## src/rtl/tuart_pkg.sv

```systemverilog
// Shared UART definitions used by both the transmitter and the receiver:
// transmitter state encoding, frame shape constants and the default divider width.
package tuart_pkg;

  typedef enum logic [1:0] {
    TX_IDLE  = 2'd0,
    TX_START = 2'd1,
    TX_DATA  = 2'd2,
    TX_STOP  = 2'd3
  } tx_state_t;

  localparam int   UART_DATA_BITS = 8;
  localparam logic UART_START_BIT = 1'b0;
  localparam logic UART_STOP_BIT  = 1'b1;

  localparam int   DEFAULT_CPB_W  = 16;

endpackage

```

## src/rtl/tuart_baud_cnt.sv

```systemverilog
// Loadable baud down-counter. It counts from the loaded value down to zero.
// While enabled, it raises o_tick during the terminal-count cycle and then
// reloads. The receiver reuses this block for its own bit timing.
module tuart_baud_cnt
  import tuart_pkg::*;
#(
  parameter int W = DEFAULT_CPB_W
) (
  input  logic         i_clk,
  input  logic         i_rst_n,
  input  logic         i_load,
  input  logic [W-1:0] i_loadVal,
  input  logic [W-1:0] i_reload,
  input  logic         i_enable,
  output logic         o_tick
);

  logic [W-1:0] r_count;

  // Explicit load wins; otherwise count down and wrap to the reload value at zero
  always_ff @(posedge i_clk or negedge i_rst_n) begin
    if (!i_rst_n) begin
      r_count <= '0;
    end else if (i_load) begin
      r_count <= i_loadVal;
    end else if (i_enable) begin
      if (r_count == '0) begin
        r_count <= i_reload;
      end else begin
        r_count <= r_count - W'(1);
      end
    end
  end

  assign o_tick = i_enable && (r_count == '0);

endmodule

```

## src/rtl/tuart_tx.sv

```systemverilog
// UART transmitter. It sends 8N1 frames LSB first and carries 1..WORD_BYTES
// bytes per transfer. Byte 0 goes first, and the bytes are sent back to back.
// Bit time is latched at accept. All outputs come straight from registers.
module tuart_tx
  import tuart_pkg::*;
#(
  parameter  int CPB_W      = DEFAULT_CPB_W,
  parameter  int WORD_BYTES = 4,
  localparam int BI_W       = (WORD_BYTES > 1) ? $clog2(WORD_BYTES) : 1,
  localparam int DATA_W     = 8 * WORD_BYTES
) (
  input  logic              clk_i,
  input  logic              rst_in,
  input  logic [CPB_W-1:0]  cycles_per_bit_i,
  input  logic [DATA_W-1:0] data_i,
  input  logic [BI_W-1:0]   bytes_i,
  input  logic              stb_i,
  output logic              rdy_o,
  output logic              done_o,
  output logic              tx_o
);

  tx_state_t r_state;
  tx_state_t w_nextState;

  logic [DATA_W-1:0] r_data;
  logic [BI_W-1:0]   r_bytes;
  logic [BI_W-1:0]   r_byteIdx;
  logic [CPB_W-1:0]  r_reload;
  logic [2:0]        r_bitIdx;
  logic [7:0]        r_shift;
  logic              r_tx;
  logic              r_rdy;
  logic              r_done;

  logic              w_tick;
  logic              w_accept;
  logic              w_firstBit;
  logic              w_shiftBit;
  logic              w_loadNext;
  logic              w_txNext;
  logic              w_rdyNext;
  logic              w_doneNext;
  logic [CPB_W-1:0]  w_loadVal;
  logic [BI_W-1:0]   w_nextByteIdx;
  logic [7:0]        w_nextByte;

  // A divider of zero behaves like one, so the counter reload value is N-1 with a floor of 0
  assign w_loadVal     = (cycles_per_bit_i == '0) ? '0 : cycles_per_bit_i - CPB_W'(1);
  assign w_nextByteIdx = r_byteIdx + BI_W'(1);
  assign w_nextByte    = r_data[{w_nextByteIdx, 3'b000} +: 8];

  tuart_baud_cnt #(
    .W(CPB_W)
  ) u_baud (
    .i_clk     (clk_i),
    .i_rst_n   (rst_in),
    .i_load    (w_accept),
    .i_loadVal (w_loadVal),
    .i_reload  (r_reload),
    .i_enable  (r_state != TX_IDLE),
    .o_tick    (w_tick)
  );

  // State register
  always_ff @(posedge clk_i or negedge rst_in) begin
    if (!rst_in) begin
      r_state <= TX_IDLE;
    end else begin
      r_state <= w_nextState;
    end
  end

  // Next state, datapath strobes, and the next value of every registered output
  always_comb begin
    w_nextState = r_state;
    w_accept    = 1'b0;
    w_firstBit  = 1'b0;
    w_shiftBit  = 1'b0;
    w_loadNext  = 1'b0;
    w_txNext    = r_tx;
    w_rdyNext   = r_rdy;
    w_doneNext  = 1'b0;
    case (r_state)
      TX_IDLE: begin
        w_txNext  = UART_STOP_BIT;
        w_rdyNext = 1'b1;
        if (stb_i && r_rdy) begin
          w_accept    = 1'b1;
          w_nextState = TX_START;
          w_txNext    = UART_START_BIT;
          w_rdyNext   = 1'b0;
        end
      end
      TX_START: begin
        if (w_tick) begin
          w_firstBit  = 1'b1;
          w_nextState = TX_DATA;
          w_txNext    = r_shift[0];
        end
      end
      TX_DATA: begin
        if (w_tick) begin
          if (r_bitIdx == 3'(UART_DATA_BITS - 1)) begin
            w_nextState = TX_STOP;
            w_txNext    = UART_STOP_BIT;
          end else begin
            w_shiftBit = 1'b1;
            w_txNext   = r_shift[1];
          end
        end
      end
      TX_STOP: begin
        if (w_tick) begin
          if (r_byteIdx == r_bytes) begin
            w_nextState = TX_IDLE;
            w_txNext    = UART_STOP_BIT;
            w_rdyNext   = 1'b1;
            w_doneNext  = 1'b1;
          end else begin
            w_loadNext  = 1'b1;
            w_nextState = TX_START;
            w_txNext    = UART_START_BIT;
          end
        end
      end
      default: begin
        w_nextState = TX_IDLE;
        w_txNext    = UART_STOP_BIT;
        w_rdyNext   = 1'b1;
      end
    endcase
  end

  // Latch the transfer on accept, then step bits and bytes at bit boundaries
  always_ff @(posedge clk_i or negedge rst_in) begin
    if (!rst_in) begin
      r_data    <= '0;
      r_bytes   <= '0;
      r_byteIdx <= '0;
      r_reload  <= '0;
      r_bitIdx  <= '0;
      r_shift   <= '0;
    end else begin
      if (w_accept) begin
        r_data    <= data_i;
        r_bytes   <= bytes_i;
        r_reload  <= w_loadVal;
        r_byteIdx <= '0;
        r_bitIdx  <= '0;
        r_shift   <= data_i[7:0];
      end
      if (w_firstBit) begin
        r_bitIdx <= '0;
      end
      if (w_shiftBit) begin
        r_shift  <= {1'b0, r_shift[7:1]};
        r_bitIdx <= r_bitIdx + 3'd1;
      end
      if (w_loadNext) begin
        r_byteIdx <= w_nextByteIdx;
        r_shift   <= w_nextByte;
      end
    end
  end

  // Output registers, so there is no combinational path from any input to an output
  always_ff @(posedge clk_i or negedge rst_in) begin
    if (!rst_in) begin
      r_tx   <= UART_STOP_BIT;
      r_rdy  <= 1'b1;
      r_done <= 1'b0;
    end else begin
      r_tx   <= w_txNext;
      r_rdy  <= w_rdyNext;
      r_done <= w_doneNext;
    end
  end

  assign tx_o   = r_tx;
  assign rdy_o  = r_rdy;
  assign done_o = r_done;

endmodule
```

## config.mk

```make
export PLATFORM = sky130hd
export DESIGN_NAME = tuart_tx
export DESIGN_NICKNAME = d
export VERILOG_FILES = /design/src/rtl/tuart_pkg.sv /design/src/rtl/tuart_baud_cnt.sv /design/src/rtl/tuart_tx.sv
export SDC_FILE = /design/constraint.sdc
export NUM_CORES = 1
export LEC_CHECK = 0
export CORE_MARGIN = 2
export CORE_UTILIZATION = 50
export CTS_CLUSTER_SIZE = 16
export DETAILED_ROUTE_END_ITERATION = 8
export MAX_ROUTING_LAYER = met4
export PLACE_DENSITY_LB_ADDON = 0.08
export SETUP_SLACK_MARGIN = 0.02
export SYNTH_ARGS = -nofsm -noshare
export SYNTH_HDL_FRONTEND = slang
export SYNTH_SLANG_ARGS = --single-unit
```

## constraint.sdc

```tcl
create_clock -name clk_i -period 6.05 [get_ports clk_i]
set_input_delay 0.9075 -clock clk_i [delete_from_list [all_inputs] [get_ports clk_i]]
set_output_delay 0.9075 -clock clk_i [all_outputs]
set_load 0.005 [all_outputs]
```

# Yosys cells after proc, flatten, opt, wreduce, memory -nomap -nowiden
# Cells that the tools add are included.
# op_classes
n_eq_ne,11
reduce_logical,14
add_sub_neg,4
muxes,41
n_shift,1
# ops
cell,count
2-to-1 mux 16 bit,4
zero test 16 bit,2
variable part select 32 x 6 -> 8 bit,1
subtractor 16 x 1 -> 16 bit (second input constant),2
2-to-1 mux 8 bit,3
2-to-1 mux 1 bit,21
2-to-1 mux 2 bit,7
2-to-1 mux 3 bit,3
case mux 2 bit (4 select lines),1
nonzero test 2 bit,4
inequality test 2 x 1 -> 1 bit (second input constant),3
inequality test 2 bit (second input constant),3
AND reduction 3 bit,2
nonzero test 3 bit,2
AND reduction 5 bit,1
equality test 2 bit (second input constant),2
case mux 1 bit (4 select lines),1
adder 3 x 1 -> 3 bit (second input constant),1
equality test 3 bit (second input constant),1
adder 2 x 1 -> 2 bit (second input constant),1
equality test 2 x 1 -> 1 bit (second input constant),1
equality test 2 bit,1
logical AND 1 bit,2
zero test 2 bit,1
case mux 1 bit (2 select lines),1
# totals
in_bits,53
word_cells,82
output_inout_bits,3
register_bits,84

# Logic depth before layout (Yosys ltp)
# Gate-level depths: netlist of run 1.
# logic_depth
depth_word,6
ltp_mapped,9
depth_no_buf,7

# Hierarchy
# From an unflattened synthesis of run 1, not the netlist that was laid out.
# unflattened
hier_cells,531
hier_area_um2,4805.9
# modules_own_cells
mod,instances,seq_area_each_um2,area_per_inst_um2,cells_each
tuart_tx,1,1704.1,3480.8,369
tuart_baud_cnt,1,400.4,1325.0,162

# Least setup slack after synthesis of run 1
# OpenSTA, ideal clock, no wires.
# synth_path
path_type,in2reg
startpoint,input cycles_per_bit_i[0]
endpoint,register u_baud.r_count[10]
required_ns,5.926
cell_stages,8
path_buffers,1
setup_ns,0.124
t_arrival_ns,2.746
path_slack_ns,3.180
cell_sequence,inv_1 > ha_1 > nor3b_1 > nand3_1 > o31ai_1 > clkbuf_1 > nor2_1 > a211o_1
# synth_between
elab_chain_cells,3
elab_cells_between_ends,4
cone_classes,add/sub (1); mux (2); reduce/logical (1)
# synth_lines
element,line_no,text
from (decl),tuart_tx.sv:14,"input logic [CPB_W-1:0] cycles_per_bit_i,"
subtractor 16 x 1 -> 16 bit or zero test 16 bit (tied branches),tuart_tx.sv:49,assign w_loadVal = (cycles_per_bit_i == '0) ? '0 : cycles_per_bit_i - CPB_W'(1);
2-to-1 mux 16 bit (*),tuart_tx.sv:49,
2-to-1 mux 16 bit (*),tuart_baud_cnt.sv:24,end else if (i_load) begin
to (signal assigned),tuart_baud_cnt.sv:25,r_count <= i_loadVal;
to (signal assigned),tuart_baud_cnt.sv:28,r_count <= i_reload;
to (signal assigned),tuart_baud_cnt.sv:30,r_count <= r_count - W'(1);
to (decl),tuart_baud_cnt.sv:18,logic [W-1:0] r_count;
# Mark *: on every way between the ends. The rest lies on a longest branch, timed or not.
# A chain may end at the register's enable or synchronous reset.

# Worst setup path in the final report of run 1
# layout_path
startpoint,input cycles_per_bit_i[4]
endpoint,register u_baud.r_count[3]
# layout_between
elab_chain_cells,3
# layout_lines
element,line_no
zero test 16 bit,tuart_tx.sv:49
2-to-1 mux 16 bit,tuart_tx.sv:49
2-to-1 mux 16 bit,tuart_baud_cnt.sv:24
# Every way passes these cells.

==> impl_metrics.toml, run 1 <==
[final_layout]
layout-drive-gt1-share = 0.0866
seq_area_sq_mm = 0.00210
multi_input_area_sq_mm = 0.00227
num_antenna_cells = 0
nNetsFinal = 600
syn2layout_area_growth_pct = 18.4
nFillCells = 777

[sta]
setup_viol = 0
finalCritPeriodShare = 0.527
fin_setup_tns_ns = 0
final_hold_viol_count = 0
maxSlewViolCount = 0
fmax_mhz = 314
fin_crit_ns = 3.19
rsz0062_at_grt = "false"
timing.hold.ws_ns = 0.481
relSlewSlack = 0.298
worstMarginPinSlew_ns = 1.05
finClkSkew_ns = 0.0112
setup_ws_ns = 2.86

[setup_path]
end_kind = "register"
crit_type = "input pin to register"
worst-path-buf-inv = 2
required_ns = 6.29
critPathMaxStageDelay_ns = 0.68
critPathMaxFanout = 16
reg2reg_from = "u_baud.r_count[0]$_DFFE_PN0P_"
r2r_end = "r_shift[2]$_DFFE_PN0P_"
crit_arrival_ns = 3.43
reg2regPathDepth = 6
slowest_stage = "nor3_1"
path_delay_family = "simple AND/OR/NAND/NOR gates"
setup.worst_path.start_class = "input pin"
reg2reg_slack_ns = 3.04
worstPathCellList = "clkdlybuf4s50_1 -> nor3_1 -> nand3_1 -> o31ai_2 -> buf_4 -> nor2_1 -> a211o_1"

[grt]
grt_pass1_vias = 3754
antenna_found_initial = 0
grt_max_degree = 85
grt_pass1_wl_um = 17900
grt_overflow = 0
grtUsageTotal = 0.234

[floorplan]
rows = 34
core_area_sq_mm = 0.00876
die_h_um = 99.3
start_util = 0.518
dieArea_sq_mm = 0.00985
die_w_um = 99.3
ios = 56

[hold_path]
whs_path_depth = 1
worstHoldPathType = "register to register"
min_from = "r_reload[6]$_DFFE_PN0P_"
min_to = "r_reload[6]$_DFFE_PN0P_"

[pwr]
ir_drop_mv = 0.105
pwr_density_cell_mw_per_mm2 = 205
report.power.total_mw = 1.10
p_leak_nw = 2.52

[yosys]
ys_ff_latch = 84
syn_inst = 493
yosys.area.top_type = "dfrtp_1"
netlist.area_leader.share = 0.452
synthFlopType = "dfrtp_1"
synth.area.top_cells = "dfrtp_1 45%, nand2_1 11%, mux4_2 4.0%, nor2_1 3.2%, ha_1 2.5%"
syn_area_sq_mm = 0.00454
synth_edf_count = 0
syn_nets = 555
ys_warn_count = 0
async_flop_share = 1.00
synth.avg_cell_area_sq_um = 9.21
ys_seq_area_frac = 0.464
ys_types = 56

[drt]
route.detailed.drc = 0
finalWirelength_um = 10500
viasPerCell = 5.70
drtIter0Drc = 174
first_pass_iters = 4
wl_per_cell_um = 16.1
detail-route-antenna-nets = 0
num_vias = 3709

[clock_network]
cts_made_buffers = 9
cts_resized = 0
ctsHoldBuffers = 0
clk_latency_ns = 0.36
path_clk_slew_ns = 0.08
clockBufferDepth = 2
post-cts-setup-buffer-count = 0
cts_tree = "yes"
cts_root_buf = "clkbuf_8"
clock-sinks = 84
htree_levels = 3

[place]
pre_cts_slack_ns = 2.51
hpwl_um = 7060
place.gp.congestion = 0.779
io_buffer_count = 55

[run]
cap_violations = 0

[status]
outcome = "finished, final reports clean"
[final cells by class]
| type | instances | area share |
|---|---|---|
| Tap cell | 108 | 0.0252 |
| Clock buffer | 9 | 0.0231 |
| Sequential cell | 84 | 0.392 |
| Clock inverter | 7 | 0.0212 |
| Inverter | 10 | 0.00699 |
| Multi-Input combinational cell | 373 | 0.423 |
| Timing Repair Buffer | 60 | 0.109 |
[worst max path at each step]
stage / startpoint / end / slack, ns / depth (start not counted)
5_1_grt: cycles_per_bit_i[4] / u_baud.r_count[3]$_DFFE_PN0P_ / 2.67 / 7
6_report: cycles_per_bit_i[4] / u_baud.r_count[3]$_DFFE_PN0P_ / 2.86 / 7
3_5_place_dp: cycles_per_bit_i[4] / u_baud.r_count[12]$_DFFE_PN0P_ / 2.51 / 7
3_3_place_gp: cycles_per_bit_i[4] / u_baud.r_count[5]$_DFFE_PN0P_ / 2.63 / 7
4_1_cts: cycles_per_bit_i[4] / u_baud.r_count[3]$_DFFE_PN0P_ / 2.89 / 7
2_1_floorplan: cycles_per_bit_i[0] / u_baud.r_count[10]$_DFFE_PN0P_ / 3.18 / 8
[logic make-up (layout without fill, tap and decap cells)]
logic type,count (synthesis),after routing,synth area share
and+or+nand+nor,241,241,0.238
AOI/OAI and AO/OA,87,87,0.139
DFF,84,84,0.464
buffers and inverters,36,86,0.0386
xor gates and xnor gates,23,23,0.0444
muxes,13,13,0.0521
adders and majority gates,9,9,0.0248
[cells in the final DEF, fill, tap and decap left out, types with 3 or more instances in the layout]
cell             count
a211o_1             12
a211oi_1            11
a21o_1              13
a21oi_1              3
buf_4                6
bufinv_16            3
clkbuf_8             9
clkdlybuf4s50_1     54
clkinv_2             3
dfrtp_1             82
ha_1                 9
inv_1                9
mux2_2               5
mux4_2               8
nand2_1            133
nand3_1             13
nand4_1              4
nor2_1              39
nor2b_1              6
nor3_1              13
nor4_1               8
o211ai_1             5
o21ai_0             15
o21ai_1              6
o221ai_1             5
or3_1                8
xnor2_1             11
xor2_1              12
[cells in the mapped netlist (all sizes together) (3+ instances only)]
library cell	count
nand2	133
dfrtp	82
nor2	39
o21ai	21
clkbuf	17
nand3	14
nor3	14
a21o	13
a211o	12
xor2	12
a211oi	11
xnor2	11
inv	10
buf	9
ha	9
mux4	8
nor4	8
or3	8
nor2b	7
mux2	5
o211ai	5
o221ai	5
nand4	4
a21oi	3
o31ai	3
or4	3
[through the flow]
step	cell area (sq um)	cells	utilization
after floorplan	4540	493	-
after global placement	5130	635	0.586
after detailed placement	5130	635	0.586
after CTS	5370	651	0.613
after global routing	5370	651	0.613
final	5370	651	0.613
[routing by layer]
layer,GRT usage,wire (um),vias up
li1,-,-,1809
met1,0.322,5160,1822
met2,0.359,4870,70
met3,0.0358,368,8
met4,0.0759,98,0
met5,-,0,-
[registers in the layout, summed over array words and instances (netlist names)]
register,cells
r_data,32
r_reload,16
u_baud.r_count,16
r_shift,8
r_bitIdx,3
r_byteIdx,2
r_bytes,2
r_state,2
done_o,1
rdy_o,1
tx_o,1
[where the power goes]
part	switching, mW	internal [mW]
Combinational	0.0247	0.0341
Clock	0.209	0.274
Sequential	0	0.561
No activity file was read; power rests on OpenSTA's default activity.
==> inputs of run 2 (changes only) <==
==> constraint.sdc (replaced) <==
create_clock -name clk_i -period 2.9 [get_ports clk_i]
set_input_delay 0.435 -clock clk_i [delete_from_list [all_inputs] [get_ports clk_i]]
set_output_delay 0.435 -clock clk_i [all_outputs]
set_load 0.005 [all_outputs]
==> run 2 against run 1 <==
Worst setup slack worse by 2.6 ns. Via count up 1.9%. Hold slack worse by 0.23 ns. Sequential share of layout area down 0.64 points. Critical path depth up 1. Cell count up 2.5%. Die area unchanged. Non-clock buffer count up 16. Largest power group unchanged. Critical endpoint is now u_baud.r_count[12]$_DFFE_PN0P_. Sequential power up 110%. Clock power up 84%. Utilization up 1.0 points.
==> impl_metrics.toml, run 2 (synthesis gave the netlist of run 1 again) <==
[sta]
worstMarginPinSlew_ns = 1.05
maxSlewViolCount = 0
fmax_mhz = 373
fin_setup_tns_ns = 0
relSlewSlack = 0.301
rsz0062_at_grt = "false"
fin_crit_ns = 2.68
finClkSkew_ns = 0.0112
setup_viol = 0
final_hold_viol_count = 0
finalCritPeriodShare = 0.924

[drt]
num_vias = 3781
viasPerCell = 5.67
wl_per_cell_um = 16.1
finalWirelength_um = 10800
drtIter0Drc = 185
detail-route-antenna-nets = 0
route.detailed.drc = 0
first_pass_iters = 6

[setup_path]
r2r_end = "u_baud.r_count[12]$_DFFE_PN0P_"
crit_arrival_ns = 2.92
setup.worst_path.end = "u_baud.r_count[12]$_DFFE_PN0P_"
reg2regPathDepth = 8
setup.worst_path.start_class = "register"
required_ns = 3.14
crit_type = "register to register"
critPathMaxFanout = 20
end_kind = "register"
reg2reg_slack_ns = 0.22
reg2reg_from = "u_baud.r_count[0]$_DFFE_PN0P_"
critPathLaunch = "u_baud.r_count[0]$_DFFE_PN0P_"

[final_layout]
fin_area_sq_mm = 0.00546
fin_cells = 667
syn2layout_area_growth_pct = 20.3
final_cell_mix = "133 x nand2_1, 82 x dfrtp_1, 54 x clkdlybuf4s50_1, 39 x nor2_1, 22 x buf_4"
final_common_cell = "nand2_1"
num_antenna_cells = 0
top_regs = "r_data: 32 flops, r_reload: 16 flops, u_baud.r_count: 16 flops"
largest_reg_flops = 32
max_flop_register = "r_data"
nNetsFinal = 616
layout-drive-gt1-share = 0.111

[run]
cap_violations = 0

[floorplan]
core_area_sq_mm = 0.00876
start_util = 0.518
die_h_um = 99.3
dieArea_sq_mm = 0.00985
die_w_um = 99.3
ios = 56
rows = 34

[clock_network]
path_clk_slew_ns = 0.10
cts_made_buffers = 9
cts_resized = 0
cts_root_buf = "clkbuf_8"
clk_latency_ns = 0.36
cts_tree = "yes"
htree_levels = 3
ctsHoldBuffers = 0
clockBufferDepth = 2
post-cts-setup-buffer-count = 0
clock-sinks = 84

[hold_path]
worstHoldPathType = "input pin to asynchronous set/reset pin"

[pwr]
pwr_density_cell_mw_per_mm2 = 400
ir_drop_mv = 0.287
report.power.total_mw = 2.19
p_leak_nw = 2.57

[grt]
grt_overflow = 0
grt_max_degree = 84
grtUsageTotal = 0.243
grt_pass1_wl_um = 18800
grt_pass1_vias = 3840
antenna_found_initial = 0

[place]
hpwl_um = 7610
post_dp_cell_area_sq_mm = 0.00525
io_buffer_count = 55
place.gp.congestion = 0.827
dp.cells = 651

[status]
outcome = "finished, final reports clean"
[run 2: cell types whose count changed in the layout (fill, tap and decap cells not counted), sizes merged]
cell      previous run  this run
buf                  6        22
bufinv               3         1
clkinvlp             0         1
clkbuf               9        10
[run 2: metal layers]
metal  up-vias  track usage  share of wire
li1       1839            -              -
met1      1849        0.354           0.50
met2        81        0.365           0.46
met3        12       0.0295          0.035
met4         0       0.0632          0.010
met5         -            -              0
[run 2: power breakdown]
part / switching (mW) / internal (mW) / total [mW]
sequential: 0 / 1.17 / 1.17
clock: 0.459 / 0.429 / 0.888
combinational: 0.0528 / 0.0737 / 0.126
total: 0.512 / 1.67 / 2.19
[run 2: layout make-up]
type                            count  area, sq um
Fill cell                         776         3300
Multi-Input combinational cell    373         2270
Sequential cell                    84         2100
Timing Repair Buffer               76          706
Clock buffer                       10          138
Tap cell                          108          135
Clock inverter                      6         72.6
Inverter                           10         37.5
[run 2: worst min-delay path by stage]
stage                      startpoint                     end  cells after the start
3_3_place_gp   r_data[29]$_DFFE_PN0P_  r_data[29]$_DFFE_PN0P_                      2
2_1_floorplan                  rst_in        done_o$_DFF_PN0_                      0
3_5_place_dp   r_data[22]$_DFFE_PN0P_  r_data[22]$_DFFE_PN0P_                      2
4_1_cts                        rst_in  r_data[31]$_DFFE_PN0P_                      1
6_report                       rst_in  r_data[31]$_DFFE_PN0P_                      1
5_1_grt                        rst_in  r_bytes[1]$_DFFE_PN0P_                      1
[run 2: worst max-delay path, stage by stage, from the launching register on]
cell and delay [ns]:
dfrtp_1 0.43, inv_1 0.10, ha_1 0.22, or4b_2 0.59, or4_4 0.55, buf_4 0.26, nor2_1 0.11, a211oi_1 0.06
a211o_1 0.23
[run 2: metrics by stage]
stage,setup WS [ns],util,hold slack (ns)
after floorplan,0.428,-,0.139
after global placement,0.187,0.599,0.456
after detailed placement,0.119,0.599,0.458
after CTS,0.227,0.623,0.306
after global routing,0.0357,0.623,0.358
final,0.221,0.623,0.249
